===== src/rtl/rf_wb_arbiter.sv =====
// Writeback arbiter for the 2R1W register file: round-robin merge of ALU and LSU
// writebacks onto one registered write port, with forwarding of the in-flight write.
module rf_wb_arbiter #(
    parameter int unsigned ADDR_WIDTH = 5,
    parameter int unsigned DATAWIDTH  = 32
) (
    input  logic                  clk,
    input  logic                  rst,
    input  logic                  wb_stall,
    input  logic                  alu_valid,
    output logic                  alu_ready,
    input  logic [ADDR_WIDTH-1:0] alu_addr,
    input  logic [DATAWIDTH-1:0]  alu_data,
    input  logic                  lsu_valid,
    output logic                  lsu_ready,
    input  logic [ADDR_WIDTH-1:0] lsu_addr,
    input  logic [DATAWIDTH-1:0]  lsu_data,
    output logic                  wr_reg_en,
    output logic [ADDR_WIDTH-1:0] wr_reg_addr,
    output logic [DATAWIDTH-1:0]  wr_wdata,
    input  logic [ADDR_WIDTH-1:0] fwd_addr1,
    input  logic [ADDR_WIDTH-1:0] fwd_addr2,
    output logic                  fwd_hit1,
    output logic                  fwd_hit2,
    output logic [DATAWIDTH-1:0]  fwd_data1,
    output logic [DATAWIDTH-1:0]  fwd_data2
);

    typedef enum logic {
        SRC_ALU = 1'b0,
        SRC_LSU = 1'b1
    } src_e;

    src_e                  last_grant_q;
    src_e                  last_grant_d;
    logic                  grant_alu;
    logic                  grant_lsu;
    logic                  wr_en_d;
    logic [ADDR_WIDTH-1:0] wr_addr_d;
    logic [DATAWIDTH-1:0]  wr_data_d;

    // Grant: a lone requester always wins; on a tie the source not granted last wins.
    always_comb begin
        grant_alu = 1'b0;
        grant_lsu = 1'b0;
        if (!rst && !wb_stall) begin
            if (alu_valid && lsu_valid) begin
                if (last_grant_q == SRC_LSU) begin
                    grant_alu = 1'b1;
                end else begin
                    grant_lsu = 1'b1;
                end
            end else if (alu_valid) begin
                grant_alu = 1'b1;
            end else if (lsu_valid) begin
                grant_lsu = 1'b1;
            end
        end
    end

    assign alu_ready = grant_alu;
    assign lsu_ready = grant_lsu;

    // Next write-port contents; an x0 destination completes the handshake but never writes.
    always_comb begin
        last_grant_d = last_grant_q;
        wr_en_d      = 1'b0;
        wr_addr_d    = wr_reg_addr;
        wr_data_d    = wr_wdata;
        if (grant_alu) begin
            last_grant_d = SRC_ALU;
            wr_en_d      = (alu_addr != ADDR_WIDTH'(0));
            wr_addr_d    = alu_addr;
            wr_data_d    = alu_data;
        end else if (grant_lsu) begin
            last_grant_d = SRC_LSU;
            wr_en_d      = (lsu_addr != ADDR_WIDTH'(0));
            wr_addr_d    = lsu_addr;
            wr_data_d    = lsu_data;
        end
    end

    // Reset leaves LSU as last grantee so the ALU wins the first tie.
    always_ff @(posedge clk or posedge rst) begin
        if (rst) begin
            last_grant_q <= SRC_LSU;
            wr_reg_en    <= 1'b0;
            wr_reg_addr  <= '0;
            wr_wdata     <= '0;
        end else begin
            last_grant_q <= last_grant_d;
            wr_reg_en    <= wr_en_d;
            wr_reg_addr  <= wr_addr_d;
            wr_wdata     <= wr_data_d;
        end
    end

    // Forwarding covers the cycle before the register file holds the value.
    always_comb begin
        fwd_hit1  = wr_reg_en && (fwd_addr1 == wr_reg_addr) && (fwd_addr1 != ADDR_WIDTH'(0));
        fwd_hit2  = wr_reg_en && (fwd_addr2 == wr_reg_addr) && (fwd_addr2 != ADDR_WIDTH'(0));
        fwd_data1 = fwd_hit1 ? wr_wdata : DATAWIDTH'(0);
        fwd_data2 = fwd_hit2 ? wr_wdata : DATAWIDTH'(0);
    end

endmodule


===== config.mk =====
export PLATFORM = sky130hd
export DESIGN_NAME = rf_wb_arbiter
export DESIGN_NICKNAME = d
export VERILOG_FILES = /design/src/rtl/rf_wb_arbiter.sv
export SDC_FILE = /design/constraint.sdc
export NUM_CORES = 1
export LEC_CHECK = 0
export ABC_AREA = 1
export CORE_ASPECT_RATIO = 1.5
export CORE_MARGIN = 2
export CORE_UTILIZATION = 37
export DETAILED_ROUTE_END_ITERATION = 8
export GPL_ROUTABILITY_DRIVEN = 0
export PLACE_DENSITY = 0.84
export SLEW_MARGIN = 0
export SYNTH_ARGS = -nofsm -noshare
export SYNTH_HDL_FRONTEND = slang
export SYNTH_SLANG_ARGS = --single-unit

===== constraint.sdc =====
create_clock -name clk -period 1.6 [get_ports clk]
set_input_delay 0.16 -clock clk [delete_from_list [all_inputs] [get_ports clk]]
set_output_delay 0.16 -clock clk [all_outputs]
set_load 0.05 [all_outputs]

==> impl_results.md, run 1 <==
* Row cnt at 40
* Routed WL at 14700 um
* Fin worst setup slack at -324 ps
* Worst Skew at 4.31 ps
* Vias per cell at 5.24
* Global-route wire length before repair at 20700 um
* Synth Area in Adders at 0%
* Clock sinks at 39
* CP Launch Type: flop
* Die Y-Extent at 116 um
* Fillers at 390
* FMAX at 520 MHz
* Dpl hpwl at 10100 um
* Cell Pwr Density at 777 mW/mm^2
* Synth unique cells at 23
* Die X at 78.5 um
* N_diodes at 0
* Area leader, netlist: dfrtp_1
* I/O pin count at 195
* Synth Area in Simple Gates at 52.3%
* H-tree depth at 2
* Tcrit/Tclk final at 120%
* Synthesized cell area at 0.00308 mm^2
* Final setup violation count at 66
* Hold_buf cts at 0
* Synthesized instance count at 448
* Syn Area/Cell at 6.88 um^2
* CTS buffer count at 5
* Leakage power at 3.39 nW
* CP bufs+invs at 3
* Multi-input gate area at 0.00219 mm^2
* Fin crit period at 1920 ps
* CP max-delay cell: dfrtp_2
* Residual DRC at 0
* Unrepaired setup endpoints after global routing: yes
* Crit Path Category: flop to output port
* Flops & latches, synth at 39
* Starting Density at 38.2%
* Antenna violations before repair at 0
* Hold violation total from the final report at 0
* Fin nets at 757
* R2r setup slk at 70 ps
* Critical path fanouts, max at 8
* Post-layout util at 84.6%
* Req. time, crit path at 1440 ps
* Total power at 0.00529 W
* Post-Synth XOR/XNOR Area at 0%
* CP top delay family: simple AND/OR/NAND/NOR gates
* Reg clk slew, reported paths at 60 ps
* Root Driver: clkbuf_16
* Layout Area Growth over Synthesis at 121%
* Slew Limit Fails at 0
* Max-cap violation count at 0
* Clock Latency Late Sink at 280 ps
* Yosys top cell area share at 30.9%
* Largest net degree at the start of global routing at 36
* Post-route ant nets at 0
* DR iter-0 viols at 342
* Number of I/O port buffers at 194
* Register area at 985 um^2
* Clock Tree Buf Depth at 2
* Worst reg2reg startpoint: last_grant_q
* Complex-gate fraction of the synthesized area at 2.48%
* Layout cells sized above 1 at 38.4%
* Vias in the first global route at 4116
* CP Capture Type: output port
* Tightest Pin Transition at 368 ps
* VDD IR max at 577 uV
* Die area at 0.00909 mm^2
* Critical path depth at 8
* Vias at 4052
* Mapped Nets at 537
* Status: finished with violations
* Hold crit path type: primary input to async pin
* CP startpoint: wr_reg_addr[1]
* Main combinational cell family by area after synthesis: simple AND/OR/NAND/NOR gates
* Gr usage total at 29.1%
* Yosys warns at 0
* Crit path DAT at 1760 ps
* CTS tree: built
* Critical path's largest stage delay at 420 ps
* Synth top area cells: dfrtp_1 31%, nand2_1 29%, nor3_2 19%
* Core Region at 0.00806 mm^2
* Worst slew margin at 75.5%
* R2R cell count at 9
* DR WL/cell at 19.0 um
* Violated checks: negative setup slack
* Worst path cell trace: inv_2, nand2_1, nand2_1, nor2_2, nand2_4, buf_12, nor3_4, buf_12
* Grt total ovfl at 0
* DR pass1 iterations at 5
* Mux cell area share after synthesis at 0%
* Register area share after synthesis at 31.7%
## cells by family (layout without fill, tap and decap cells)
group / after synthesis / in the layout
DFF: 39 / 39
AOI/OAI and AO/OA: 11 / 11
buffers and inverters: 79 / 300
and+or+nand+nor: 319 / 319
## through the flow
stage	setup slack (ps)	std cells	hold slack [ps]	TNS (ps)	cell area (um^2)
floorplan	-201	448	281	-9680	3610
global placement	-203	750	471	-11070	6360
detailed placement	-242	750	487	-12010	6360
CTS	-277	764	285	-14550	6640
global route	-380	774	304	-21860	6820
finish	-324	774	268	-17670	6820
## registers in the layout (all words and copies together) (netlist names)
name	flops
last_grant_q	1
wr_reg_addr	5
wr_reg_en	1
wr_wdata	32
## synthesized netlist by cell type
master,number
nor2_4,1
nand2_1,235
nor2_1,6
inv_4,1
nor3_1,7
dfrtp_1,38
nor4_1,1
nand3_4,1
nand2_2,2
o21ai_0,4
inv_1,48
a21oi_1,2
buf_2,6
buf_6,11
inv_2,4
o21ai_4,1
nor3_2,58
buf_4,7
dfstp_2,1
o211ai_1,4
clkbuf_1,2
nand3_1,4
nor2_2,4
## final timing paths
path,endpoint
max in group asynchronous,wr_wdata[23]
worst min register to register,last_grant_q
worst max-delay path,fwd_data2[17]
worst max register to register,wr_wdata[5]
worst min-delay path,wr_wdata[26]
min in group clk,wr_reg_addr[0]
## what timing repair did
item                       in CTS  in global routing
buffers inserted                5                  6
gates cloned                    1                  4
setup endpoints to repair      67                 70
pin swaps                      19                 27
gates resized for setup        14                  7
## cell usage in the layout, fill, tap and decap left out, drive strengths merged, types with 2 or more instances in the layout
cell / netlist / routed
buf: 24 / 147
inv: 53 / 53
nor2: 11 / 11
clkdlybuf4s50: 0 / 88
o21ai: 5 / 5
o211ai: 4 / 4
nand2: 237 / 237
nor3: 65 / 65
nand3: 5 / 5
dfrtp: 38 / 38
clkbuf: 2 / 10
a21oi: 2 / 2
## report_power, final
group	switching, W	internal (W)
clock	0.000397	0.000775
sequential	0.000165	0.00116
combinational	0.00182	0.000985
## layout make-up
class,instances,share of cell area [%]
Clock buffer,6,2.04
Clock inverter,2,0.514
Inverter,53,2.96
Multi-Input combinational cell,330,32.1
Sequential cell,39,14.4
Tap cell,105,1.93
Timing Repair Buffer,239,46.0
## metal layers
metal	wire [um]	GRT usage, %	vias to the layer above
li1	-	-	1819
met1	4690	30.5	1941
met2	8540	56.3	244
met3	881	5.06	48
met4	598	12.4	0
met5	0	0	-
(Power assumes the default switching activity.)
==> run 2, diff against run 1 <==
Settings changed: HOLD_SLACK_MARGIN from default to 0.05.
==> results of run 2 <==
Final layout, timing and power as in run 1 (identical DEF).
